==> src/rtl/montador_digitos_pkg.sv <==
// Shared types and key constants for the keypad packet assembler.
// Packets are N_DIG BCD digits; index 0 is the most recently entered digit.
package montador_digitos_pkg;

  localparam int N_DIG = 20;

  typedef logic [N_DIG-1:0][3:0] senhaPac_t;

  localparam logic [3:0] KEY_STAR  = 4'hA;
  localparam logic [3:0] KEY_HASH  = 4'hB;
  localparam logic [3:0] DIG_EMPTY = 4'hF;

  // All-'#' packet: tells downstream FSMs to keep their current value.
  localparam senhaPac_t SENHA_KEEP  = {N_DIG{KEY_HASH}};
  localparam senhaPac_t SENHA_EMPTY = {N_DIG{DIG_EMPTY}};

endpackage

==> src/rtl/montador_digitos_timeout_cnt.sv <==
// Purpose: inactivity counter; expire fires on the TIMEOUT_CYC-th consecutive inc cycle.
// Latency: expire is combinational from the registered count; clr/expire zero it next edge.
// Backpressure: none; clr has priority over inc.
module montador_digitos_timeout_cnt #(
  parameter int TIMEOUT_CYC = 5000
) (
  input  logic clk,
  input  logic rst,
  input  logic clr,
  input  logic inc,
  output logic expire
);

  localparam int W = $clog2(TIMEOUT_CYC);

  logic [W-1:0] cnt;

  assign expire = inc && (cnt == W'(TIMEOUT_CYC - 1));

  always_ff @(posedge clk or posedge rst) begin
    if (rst) begin
      cnt <= '0;
    end else if (clr || expire) begin
      cnt <= '0;
    end else if (inc) begin
      cnt <= cnt + W'(1);
    end
  end

endmodule

==> src/rtl/montador_digitos.sv <==
// Purpose: assemble keypad digits into a senhaPac_t packet, emitted on '#'.
// Latency: one cycle from key strobe to buffer/packet update; digitos_valid pulses 1 cycle.
// Backpressure: none; keys are accepted every cycle, digits beyond N_DIG are dropped.
module montador_digitos
  import montador_digitos_pkg::*;
#(
  parameter int TIMEOUT_CYC = 5000
) (
  input  logic       clk,
  input  logic       rst,
  input  logic       en,
  input  logic [3:0] key_code,
  input  logic       key_valid,
  output senhaPac_t  digitos_value,
  output logic       digitos_valid,
  output senhaPac_t  buffer_live,
  output logic [4:0] digit_count
);

  typedef enum logic {IDLE, COLETA} state_t;

  state_t state;
  logic   is_digit, is_star, is_hash, key_act, cnt_run, expire;

  assign is_digit = (key_code <= 4'd9);
  assign is_star  = (key_code == KEY_STAR);
  assign is_hash  = (key_code == KEY_HASH);
  // Codes C-F are not keys at all: they neither clear nor pause the idle timer.
  assign key_act  = key_valid && en && (state == COLETA) && (is_digit || is_star || is_hash);
  assign cnt_run  = (state == COLETA) && en && (digit_count != 5'd0) && !key_act;

  montador_digitos_timeout_cnt #(.TIMEOUT_CYC(TIMEOUT_CYC)) u_timeout (
    .clk    (clk),
    .rst    (rst),
    .clr    (!cnt_run),
    .inc    (cnt_run),
    .expire (expire)
  );

  always_ff @(posedge clk or posedge rst) begin
    if (rst) begin
      state         <= IDLE;
      digitos_value <= SENHA_EMPTY;
      digitos_valid <= 1'b0;
      buffer_live   <= SENHA_EMPTY;
      digit_count   <= 5'd0;
    end else begin
      digitos_valid <= 1'b0;
      case (state)
        IDLE: begin
          buffer_live <= SENHA_EMPTY;
          digit_count <= 5'd0;
          if (en) state <= COLETA;
        end
        COLETA: begin
          if (!en) begin
            state       <= IDLE;
            buffer_live <= SENHA_EMPTY;
            digit_count <= 5'd0;
          end else if (key_act) begin
            if (is_digit) begin
              if (digit_count < 5'(N_DIG)) begin
                buffer_live <= {buffer_live[N_DIG-2:0], key_code};
                digit_count <= digit_count + 5'd1;
              end
            end else begin
              if (is_hash) begin
                digitos_value <= (digit_count == 5'd0) ? SENHA_KEEP : buffer_live;
                digitos_valid <= 1'b1;
              end
              buffer_live <= SENHA_EMPTY;
              digit_count <= 5'd0;
            end
          end else if (expire) begin
            buffer_live <= SENHA_EMPTY;
            digit_count <= 5'd0;
          end
        end
        default: state <= IDLE;
      endcase
    end
  end

endmodule

==> config.mk <==
export PLATFORM = sky130hd
export DESIGN_NAME = montador_digitos
export DESIGN_NICKNAME = d
export VERILOG_FILES = /design/src/rtl/montador_digitos_pkg.sv /design/src/rtl/montador_digitos_timeout_cnt.sv /design/src/rtl/montador_digitos.sv
export SDC_FILE = /design/constraint.sdc
export NUM_CORES = 1
export LEC_CHECK = 0
export ABC_AREA = 0
export CAP_MARGIN = 20
export CORE_UTILIZATION = 45
export CTS_BUF_LIST = sky130_fd_sc_hd__clkbuf_8
export CTS_CLUSTER_DIAMETER = 60
export DETAILED_ROUTE_END_ITERATION = 10
export DONT_BUFFER_PORTS = 1
export GPL_ROUTABILITY_DRIVEN = 0
export HOLD_SLACK_MARGIN = 0.15
export PLACE_DENSITY = 0.57
export SLEW_MARGIN = 20
export SYNTH_ARGS = -nofsm -noshare
export SYNTH_HDL_FRONTEND = slang
export SYNTH_SLANG_ARGS = --single-unit
==> constraint.sdc <==
create_clock -name clk -period 14.31 [get_ports clk]
set_input_delay 1.431 -clock clk [delete_from_list [all_inputs] [get_ports clk]]
set_output_delay 1.431 -clock clk [all_outputs]
set_load 0.02 [all_outputs]
==> flow_metrics.py, run 1 <==
metrics = {
    "logic_synthesis": {
        "synthesis.instances": 728,
        "synth.avg_cell_area_um2": 10.3,
        "synth_top_area_share_pct": 55.9,
        "synth_top_cells_by_area": "sky130_fd_sc_hd__dfstp_2 56%, sky130_fd_sc_hd__dfrtp_1 6.7%, sky130_fd_sc_hd__nor3_1 5.3%",
        "synth-async-reset-ratio_pct": 100,
        "ys_top_cells_by_count": "160 x sky130_fd_sc_hd__dfstp_2, 86 x sky130_fd_sc_hd__inv_1, 79 x sky130_fd_sc_hd__nor3_1",
        "yosys.cell_types.count": 39,
        "synth_nets": 739,
        "number_of_warnings_issued_by_yosys": 0,
        "synthesized_flop_and_latch_total": 180,
        "yosysTopAreaCell": "sky130_fd_sc_hd__dfstp_2",
        "yosysSeqAreaShare_pct": 62.5,
        "synth_most_common_cell": "sky130_fd_sc_hd__dfstp_2",
        "syn_area_um2": 7530,
        "synth_ff_type": "sky130_fd_sc_hd__dfstp_2",
        "post_synth_edffs": 0,
    },
    "worst_hold_path": {
        "hold_path_end": "u_timeout.cnt[0]",
        "min-delay-path-class": "flop to flop",
        "min_from": "u_timeout.cnt[0]",
        "count_of_cells_along_the_worst_hold_path": 1,
    },
    "setup_path": {
        "setup.worst_path.start_class": "primary input",
        "critical_path_required_ps": 14680,
        "path_max_fanout": 120,
        "reg2regPathDepth": 6,
        "cp-end-kind": "flop",
        "rr_endpoint": "buffer_live[61]",
        "reg2reg_from": "digit_count[0]",
        "path_class": "primary input to flop",
        "worst-r2r-setup-slack_ps": 11560,
        "cp_data_arrival_time_ps": 3360,
    },
    "timing": {
        "final.hold.worst_slack_ps": 509,
        "timing_worst_slew_pin_value_ps": 1010,
        "finalCritPeriodShare_pct": 20.9,
        "timing.final.setup_violations": 0,
        "finalWorstPathRequiredPeriod_ps": 2990,
        "grt_setup_unrepaired": "false",
        "hold_violations": 0,
        "max_clock_freq_ghz": 0.334,
        "timing.slew.headroom_pct": 32.9,
        "largest_clock_skew_in_the_final_design_ps": 17.1,
        "totalNegativeSetupSlack_ps": 0,
        "maxSlewViolCount": 0,
    },
    "die": {
        "fp.dieH_um": 131,
        "dieArea_um2": 17200,
        "start_util_pct": 46.7,
        "io_pins": 174,
        "floorplan.core_area_um2": 16100,
        "die_width_um": 131,
        "num_rows": 46,
    },
    "clock_network": {
        "cts_setup_buffers": 0,
        "cts_buffers": 17,
        "cts_num_sinks": 180,
        "htree_num_levels": 4,
        "clkTransAtPathRegs_ps": 80,
        "worst_skew_pair.late_latency_ps": 460,
        "cts_tree": "built",
        "cts-hold-fix-buffers": 0,
        "cts_root_buf": "sky130_fd_sc_hd__clkbuf_8",
        "clock_tree.buffer_depth": 2,
        "post_cts_resized": 0,
    },
    "final_layout": {
        "synthToLayoutAreaGrowth_pct": 6.37,
        "num_antenna_cells": 0,
        "finalNetCount": 709,
        "post_route_cells_drive_above_1_share_pct": 30.1,
        "n_fill_cell": 1516,
    },
    "routing": {
        "avgViaCountPerCell": 5.67,
        "detail_route.first_pass.iterations": 5,
        "vias": 5256,
        "avgRoutedWirePerCell_um": 19.2,
        "drc_errors": 0,
        "drt_first_iter_violations": 301,
        "postRouteAntennaNets": 0,
        "route.final.wire_length_um": 17800,
    },
    "global_route": {
        "grt.overflow.total": 0,
        "number_of_global_route_vias_before_repair": 5237,
        "largest_net_degree_at_the_start_of_global_routing": 121,
        "initial_antenna_violation_count": 0,
        "grt_pass1_wl_um": 28700,
        "grt_util_met2_pct": 34.5,
        "grtUsageMet1_pct": 25.7,
        "gr-max-usage-layer": "met2",
        "gr-usage-met3_pct": 8.99,
        "globalRouteTotalUtil_pct": 21.2,
    },
    "power": {
        "peakVddDrop_mv": 0.0635,
        "power_frac_clock_pct": 33.6,
        "sw_frac_of_total_pct": 27.5,
        "power.net_switching_mw": 0.292,
        "power_frac_comb_pct": 5.8,
        "cellPowerDensity_nw_per_um2": 133,
        "sequentialPowerShare_pct": 60.7,
        "p_leak_nw": 3.47,
        "intPower_mw": 0.771,
    },
    "outcome": {
        "run_status": "complete, no violations",
    },
    "placement": {
        "dp_hpwl_um": 10800,
        "numPortBuffers": 0,
    },
    "flow_run": {
        "max_cap_violations": 0,
    },
}
-- metrics by stage --
stage | instances | utilization (%) | area (µm²) | setup slack, ps | total power, mW
after floorplan | 728 | - | 7530 | 8260 | 0.694
after global placement | 895 | 47.1 | 7590 | 10620 | 0.712
after detailed placement | 895 | 47.1 | 7590 | 10630 | 0.717
after CTS | 927 | 49.6 | 8000 | 11130 | 1.08
after global routing | 927 | 49.7 | 8010 | 11200 | 1.11
final | 927 | 49.7 | 8010 | 11320 | 1.06
-- state kept, by name, summed over array words and instances (netlist names) --
name           flops
digitos_valid      1
u_timeout.cnt     13
buffer_live       80
state              1
digitos_value     80
digit_count        5
-- worst max-delay path, cell delays in order --
cell	delay, ps
sky130_fd_sc_hd__nand3_1	90
sky130_fd_sc_hd__or4b_1	530
sky130_fd_sc_hd__buf_4	280
sky130_fd_sc_hd__inv_6	630
sky130_fd_sc_hd__nor2_1	80
sky130_fd_sc_hd__a31oi_1	210
-- cell usage in the layout (no fill, tap or decap), types with 9 or more instances in the layout --
cell and count:
sky130_fd_sc_hd__dfstp_2 160, sky130_fd_sc_hd__o31ai_1 20, sky130_fd_sc_hd__nor2_1 75, sky130_fd_sc_hd__a21oi_1 74, sky130_fd_sc_hd__a31oi_1 60, sky130_fd_sc_hd__nand3_1 9, sky130_fd_sc_hd__a21oi_2 10, sky130_fd_sc_hd__xnor2_1 9
sky130_fd_sc_hd__inv_1 88, sky130_fd_sc_hd__nand2_1 32, sky130_fd_sc_hd__dfrtp_1 20, sky130_fd_sc_hd__nor3_1 79, sky130_fd_sc_hd__clkbuf_8 18
-- power by group through the flow --
stage	clock, mW	combinational [mW]	sequential [mW]
detailed placement	0	0.0627	0.654
global route	0.389	0.0706	0.650
global placement	0	0.0593	0.653
finish	0.357	0.0612	0.645
CTS	0.369	0.0625	0.646
floorplan	0	0.0517	0.642
-- layer usage --
layer | part of all wire [%] | routed length (µm)
met1 | 42 | 7390
met2 | 49 | 8650
met3 | 8.9 | 1590
met4 | 0.84 | 150
met5 | 0 | 0
-- logic make-up (layout without fill, tap and decap cells) --
kind of cell | count (synthesis) | count (layout) | share of synthesized area [%]
XOR/XNOR | 11 | 11 | 1.28
AO/OA/AOI/OAI | 177 | 177 | 14.2
buffers and inverters | 141 | 124 | 8.00
adder cells (fa/ha/maj) | 3 | 3 | 0.499
AND/OR/NAND/NOR | 216 | 216 | 13.5
flip-flops | 180 | 180 | 62.5
-- worst max path at each step --
stage | start | to | slack (ps) | depth (start not counted)
after floorplan | rst | digit_count[0] | 8260 | 1
after global placement | key_valid | digitos_value[0] | 10620 | 6
after detailed placement | key_valid | digitos_value[0] | 10630 | 6
after CTS | key_valid | digitos_value[0] | 11130 | 6
after global routing | key_valid | digitos_value[8] | 11200 | 6
final | key_valid | digitos_value[79] | 11320 | 6
-- final cells by class --
cell class | count | area, µm² | area share, %
clock inverter | 14 | 163 | 2.03
sequential | 180 | 4700 | 58.8
clock buffer | 18 | 248 | 3.09
tap | 216 | 270 | 3.38
timing repair buffer | 5 | 41.3 | 0.516
multi-input combinational | 407 | 2240 | 28.0
inverter | 87 | 337 | 4.20
No activity file was read; power rests on OpenSTA's default activity.
==> run 2, diff against run 1 <==
--- a/config.mk
+++ b/config.mk
@@ -14,7 +14,7 @@
 export DONT_BUFFER_PORTS = 1
 export GPL_ROUTABILITY_DRIVEN = 0
 export HOLD_SLACK_MARGIN = 0.15
-export PLACE_DENSITY = 0.57
+export PLACE_DENSITY = 0.59
 export SLEW_MARGIN = 20
 export SYNTH_ARGS = -nofsm -noshare
 export SYNTH_HDL_FRONTEND = slang
==> constraint.sdc (replaced) <==
create_clock -name clk -period 2.5 [get_ports clk]
set_input_delay 0.25 -clock clk [delete_from_list [all_inputs] [get_ports clk]]
set_output_delay 0.25 -clock clk [all_outputs]
set_load 0.02 [all_outputs]
==> run 2 against run 1 <==
  * Total power grew to 5.8 times the previous value
  * Clock power increased to 5.9 times the previous value
  * Critical path type is now flop to flop
  * Non-clock buffer count grew 21
  * Global-route usage rose by 0.63 points
  * Via count barely moved
  * Sequential power increased to 5.7 times the previous value
  * Critical endpoint is now buffer_live[54]
  * Flip-flop and latch count unchanged
  * First-iteration DRC count up 5.6%
  * Routed wire length grew 3.1%
  * Die area unchanged
==> flow_metrics.py, run 2 (synthesis results as in run 1) <==
metrics = {
    "die": {
        "dieArea_um2": 17200,
        "io_pins": 174,
        "floorplan.core_area_um2": 16100,
        "fp.dieH_um": 131,
        "die_width_um": 131,
        "num_rows": 46,
        "start_util_pct": 46.7,
    },
    "setup_path": {
        "worst-r2r-setup-slack_ps": 140,
        "path_delay_family": "simple AND/OR/NAND/NOR gates",
        "reg2regPathDepth": 7,
        "timing.critical_path.slowest_stage_cell": "sky130_fd_sc_hd__or4b_2",
        "path_max_fanout": 36,
        "timing.critical_path.buf_inv": 2,
        "path_class": "flop to flop",
        "setup.worst_path.start_class": "flop",
        "path_cells": "inv_1, ha_1, or4b_2, nand4_4, a21o_4, buf_12, a21oi_1",
        "rr_endpoint": "buffer_live[54]",
        "reg2reg_from": "digit_count[0]",
        "cp-end-kind": "flop",
        "cp_data_arrival_time_ps": 2740,
        "critical_path.max_stage_delay_ps": 660,
        "critical_path_required_ps": 2880,
    },
    "routing": {
        "avgViaCountPerCell": 5.55,
        "drc_errors": 0,
        "vias": 5261,
        "detail_route.first_pass.iterations": 5,
        "drt_first_iter_violations": 318,
        "route.final.wire_length_um": 18300,
        "postRouteAntennaNets": 0,
        "avgRoutedWirePerCell_um": 19.3,
    },
    "timing": {
        "largest_clock_skew_in_the_final_design_ps": 24.4,
        "timing.final.setup_violations": 0,
        "max_clock_freq_ghz": 0.424,
        "timing.slew.headroom_pct": 57.4,
        "totalNegativeSetupSlack_ps": 0,
        "hold_violations": 0,
        "grt_setup_unrepaired": "false",
        "finalWorstPathRequiredPeriod_ps": 2360,
        "maxSlewViolCount": 0,
        "finalCritPeriodShare_pct": 94.3,
        "timing_worst_slew_pin_value_ps": 639,
    },
    "global_route": {
        "initial_antenna_violation_count": 0,
        "globalRouteTotalUtil_pct": 21.8,
        "largest_net_degree_at_the_start_of_global_routing": 122,
        "grt.overflow.total": 0,
        "number_of_global_route_vias_before_repair": 5319,
        "grt_pass1_wl_um": 29800,
    },
    "clock_network": {
        "clkTransAtPathRegs_ps": 110,
        "htree_num_levels": 4,
        "cts_root_buf": "sky130_fd_sc_hd__clkbuf_8",
        "clock_tree.buffer_depth": 2,
        "cts_num_sinks": 180,
        "worst_skew_pair.late_latency_ps": 460,
        "cts_buffers": 17,
        "cts_tree": "built",
        "cts_setup_buffers": 0,
    },
    "worst_hold_path": {
        "count_of_cells_along_the_worst_hold_path": 4,
        "min-delay-path-class": "primary input to flop",
        "hold_path_end": "digitos_value[36]",
        "min_from": "key_code[2]",
    },
    "power": {
        "p_leak_nw": 3.61,
        "cellPowerDensity_nw_per_um2": 747,
        "totalPowerFinal_mw": 6.19,
        "peakVddDrop_mv": 0.316,
    },
    "flow_run": {
        "max_cap_violations": 0,
    },
    "placement": {
        "numPortBuffers": 0,
        "dp_hpwl_um": 11900,
        "placement.cell_area_um2": 7770,
    },
    "final_layout": {
        "synthToLayoutAreaGrowth_pct": 10.1,
        "finish.utilization_pct": 51.4,
        "final_cell_mix": "160 x sky130_fd_sc_hd__dfstp_2, 87 x sky130_fd_sc_hd__inv_1, 79 x sky130_fd_sc_hd__nor3_1",
        "n_fill_cell": 1468,
        "finalNetCount": 730,
        "largest_registers": "buffer_live: 80 flops, digitos_value: 80 flops, u_timeout.cnt: 13 flops",
        "finalInstanceArea_um2": 8280,
        "num_antenna_cells": 0,
        "mostFrequentLayoutCell": "sky130_fd_sc_hd__dfstp_2",
        "post_route_cells_drive_above_1_share_pct": 31.3,
    },
    "outcome": {
        "run_status": "complete, no violations",
    },
}
## run 2: cell types whose count changed in the layout (fill, tap and decap cells not counted), moves of 2 or more
cell and change:
sky130_fd_sc_hd__buf_12 +7, sky130_fd_sc_hd__buf_4 +7, sky130_fd_sc_hd__clkinv_4 +2, sky130_fd_sc_hd__clkinvlp_4 -2, sky130_fd_sc_hd__dlygate4sd3_1 +8
## run 2: area by class of cell
class	instances	area, µm²	share of cell area (%)
inverter	87	333	4.02
clock inverter	14	178	2.15
timing repair buffer	26	303	3.66
clock buffer	18	248	2.99
sequential	180	4700	56.8
tap	216	270	3.26
multi-input combinational	407	2250	27.1
## run 2: per-stage QoR
step	worst slack, ps	std cells	hold slack [ps]
2_1_floorplan	72.0	728	281
3_3_place_gp	179	908	277
3_5_place_dp	97.7	908	279
4_1_cts	60.6	948	165
5_1_grt	32.9	948	219
6_report	143	948	187
## run 2: routing by layer
layer	global-route usage [%]	wire (µm)
met1	27.6	7700
met2	34.2	8660
met3	9.03	1770
met4	6.01	194
met5	0	0
## run 2: what timing repair did
item,in CTS,in global routing
resized for setup,0,1
hold buffers,8,0
hold endpoints to repair,81,0
endpoints found under the setup margin,0,13
## run 2: worst reg2reg max path, stage by stage, from the launching register on
cell and delay [ps]:
sky130_fd_sc_hd__dfrtp_1 490, sky130_fd_sc_hd__inv_1 170, sky130_fd_sc_hd__ha_1 190, sky130_fd_sc_hd__or4b_2 660
sky130_fd_sc_hd__nand4_4 130, sky130_fd_sc_hd__a21o_4 260, sky130_fd_sc_hd__buf_12 250, sky130_fd_sc_hd__a21oi_1 120
## run 2: worst max-delay path by stage
stage               cells past startpoint      startpoint               end
finish                                  7  digit_count[0]   buffer_live[54]
global route                            7  digit_count[0]   buffer_live[22]
CTS                                     6  digit_count[0]  u_timeout.cnt[4]
detailed placement                      6  digit_count[0]  u_timeout.cnt[4]
global placement                        6  digit_count[0]  u_timeout.cnt[7]
floorplan                               1             rst    digit_count[0]
## run 2: power by group
group | switching (mW) | internal [mW] | total, mW
sequential | 0.413 | 3.28 | 3.70
combinational | 0.239 | 0.144 | 0.384
clock | 1.08 | 1.03 | 2.11
==> run 3, diff against run 2 <==
--- a/config.mk
+++ b/config.mk
@@ -7,14 +7,14 @@
 export LEC_CHECK = 0
 export ABC_AREA = 0
 export CAP_MARGIN = 20
-export CORE_UTILIZATION = 45
+export CORE_UTILIZATION = 59
 export CTS_BUF_LIST = sky130_fd_sc_hd__clkbuf_8
 export CTS_CLUSTER_DIAMETER = 60
 export DETAILED_ROUTE_END_ITERATION = 10
 export DONT_BUFFER_PORTS = 1
 export GPL_ROUTABILITY_DRIVEN = 0
 export HOLD_SLACK_MARGIN = 0.15
-export PLACE_DENSITY = 0.59
+export PLACE_DENSITY = 0.75
 export SLEW_MARGIN = 20
 export SYNTH_ARGS = -nofsm -noshare
 export SYNTH_HDL_FRONTEND = slang
==> run 3 against run 2 <==
  * Final cell count decreased by 5.0%
  * Via count increased by 0.44%
  * First-iteration DRC count increased by 41%
  * Die area decreased by 23%
  * Combinational power about the same
  * Sequential share of layout area increased by 0.24 points
  * Non-clock buffer count increased by 1
  * Largest cell class unchanged
  * Critical path type unchanged
  * Maximum frequency increased by 3.1%
  * Count of clock-buffer cells in the layout unchanged
  * Register-to-register slack improved by 70 ps
==> flow_metrics.py, run 3 (synthesis results as in run 1) <==
metrics = {
    "clock_network": {
        "cts_root_buf": "sky130_fd_sc_hd__clkbuf_8",
        "cts-hold-fix-buffers": 9,
        "cts_tree": "built",
        "cts_setup_buffers": 0,
        "cts_num_sinks": 180,
        "post_cts_resized": 0,
        "htree_num_levels": 4,
        "clock_tree.buffer_depth": 2,
        "cts_buffers": 17,
        "clkTransAtPathRegs_ps": 80,
        "worst_skew_pair.late_latency_ps": 460,
    },
    "global_route": {
        "initial_antenna_violation_count": 0,
        "grt_util_met2_pct": 42.2,
        "gr-usage-met3_pct": 10.5,
        "grt.overflow.total": 0,
        "grtUsageMet1_pct": 35.0,
        "gr-max-usage-layer": "met2",
        "largest_net_degree_at_the_start_of_global_routing": 102,
        "number_of_global_route_vias_before_repair": 5229,
        "grt_pass1_wl_um": 27500,
        "globalRouteTotalUtil_pct": 27.2,
    },
    "final_layout": {
        "multi_input_area_um2": 2230,
        "seqCellArea_um2": 4700,
        "largest_registers": "buffer_live: 80 flops, digitos_value: 80 flops, u_timeout.cnt: 13 flops",
        "num_antenna_cells": 0,
        "post_route_cells_drive_above_1_share_pct": 31.2,
        "finalNetCount": 731,
        "final_cell_mix": "160 x sky130_fd_sc_hd__dfstp_2, 86 x sky130_fd_sc_hd__inv_1, 79 x sky130_fd_sc_hd__nor3_1",
        "synthToLayoutAreaGrowth_pct": 9.59,
        "n_fill_cell": 978,
        "mostFrequentLayoutCell": "sky130_fd_sc_hd__dfstp_2",
    },
    "die": {
        "fp.dieH_um": 115,
        "num_rows": 40,
        "floorplan.core_area_um2": 12200,
        "die_width_um": 115,
        "io_pins": 174,
        "dieArea_um2": 13200,
        "start_util_pct": 61.6,
    },
    "routing": {
        "drc_errors": 0,
        "avgRoutedWirePerCell_um": 18.8,
        "postRouteAntennaNets": 0,
        "detail_route.first_pass.iterations": 8,
        "route.final.wire_length_um": 16900,
        "drt_first_iter_violations": 448,
        "vias": 5284,
        "avgViaCountPerCell": 5.86,
    },
    "setup_path": {
        "critical_path_required_ps": 2880,
        "path_max_fanout": 47,
        "cp_data_arrival_time_ps": 2670,
        "cp-end-kind": "flop",
        "path_class": "flop to flop",
        "setup.worst_path.start_class": "flop",
        "reg2regPathDepth": 7,
    },
    "worst_hold_path": {
        "count_of_cells_along_the_worst_hold_path": 4,
        "min-delay-path-class": "primary input to flop",
    },
    "timing": {
        "grt_setup_unrepaired": "false",
        "hold_violations": 0,
        "maxSlewViolCount": 0,
        "worst_slack_ps": 213,
        "max_clock_freq_ghz": 0.437,
        "timing_worst_slew_pin_value_ps": 589,
        "timing.slew.headroom_pct": 59.7,
        "finalWorstPathRequiredPeriod_ps": 2290,
        "timing.final.setup_violations": 0,
        "totalNegativeSetupSlack_ps": 0,
        "largest_clock_skew_in_the_final_design_ps": 9.09,
        "finalCritPeriodShare_pct": 91.5,
    },
    "placement": {
        "dp_slack_ps": 233,
        "numPortBuffers": 0,
        "dp_hpwl_um": 10900,
    },
    "outcome": {
        "run_status": "complete, no violations",
    },
    "power": {
        "cellPowerDensity_nw_per_um2": 751,
        "peakVddDrop_mv": 0.420,
        "p_leak_nw": 3.62,
    },
    "flow_run": {
        "max_cap_violations": 0,
    },
}
==> run 3: changes by cell type in the layout (fill, tap and decap cells not counted), sizes merged <==
cell         previous run  this run
inv                    93        87
clkinv                  3         6
clkinvlp                2         4
bufinv                  3         4
dlygate4sd3             8         9
==> run 3: worst max-delay path: stages (launching register included) <==
cell and delay (ps):
sky130_fd_sc_hd__dfrtp_1 480, sky130_fd_sc_hd__inv_1 160, sky130_fd_sc_hd__ha_1 180, sky130_fd_sc_hd__or4b_2 660, sky130_fd_sc_hd__nand4_4 130, sky130_fd_sc_hd__a21o_2 190, sky130_fd_sc_hd__buf_12 250, sky130_fd_sc_hd__a21oi_1 120
==> run 3: report_power, final <==
| part | internal [mW] | switching [mW] | total, mW |
|---|---|---|---|
| registers | 3.28 | 0.405 | 3.69 |
| clock network | 1.11 | 1.01 | 2.12 |
| logic | 0.146 | 0.239 | 0.385 |
==> run 3: area by class of cell <==
| type | instances | area share (%) |
|---|---|---|
| flip-flops and latches | 180 | 57.0 |
| multi-input cells | 407 | 27.0 |
| repair buffers | 27 | 4.10 |
| inverters | 87 | 4.02 |
| clock buffers | 18 | 3.00 |
| well taps | 168 | 2.55 |
| clock inverters | 14 | 2.25 |
==> run 3: worst paths after layout <==
kind                                  start                to  slack, ps
hold reg to reg            u_timeout.cnt[0]  u_timeout.cnt[0]        510
min in group asynchronous               rst     digitos_valid        410
hold / removal                  key_code[2]    digit_count[1]        180
setup reg to reg             digit_count[0]   buffer_live[44]        210
setup / recovery             digit_count[0]   buffer_live[44]        210
max in group asynchronous               rst   buffer_live[79]       1630
==> run 3: metrics by stage <==
stage | hold WS (ps) | cell area (µm²) | cells | total power [mW] | utilization (%)
6_report | 180 | 8250 | 901 | 6.19 | 67.5
5_1_grt | 197 | 8250 | 901 | 6.44 | 67.5
4_1_cts | 157 | 8250 | 901 | 6.24 | 67.5
3_5_place_dp | 282 | 7720 | 860 | 4.11 | 63.3
3_3_place_gp | 282 | 7720 | 860 | 4.08 | 63.3
2_1_floorplan | 281 | 7530 | 728 | 3.97 | -
==> run 3: per-layer routing <==
metal,up-vias,part of all wire [%]
li1,2449,-
met1,2596,40
met2,215,48
met3,24,10
met4,0,1.8
met5,-,0
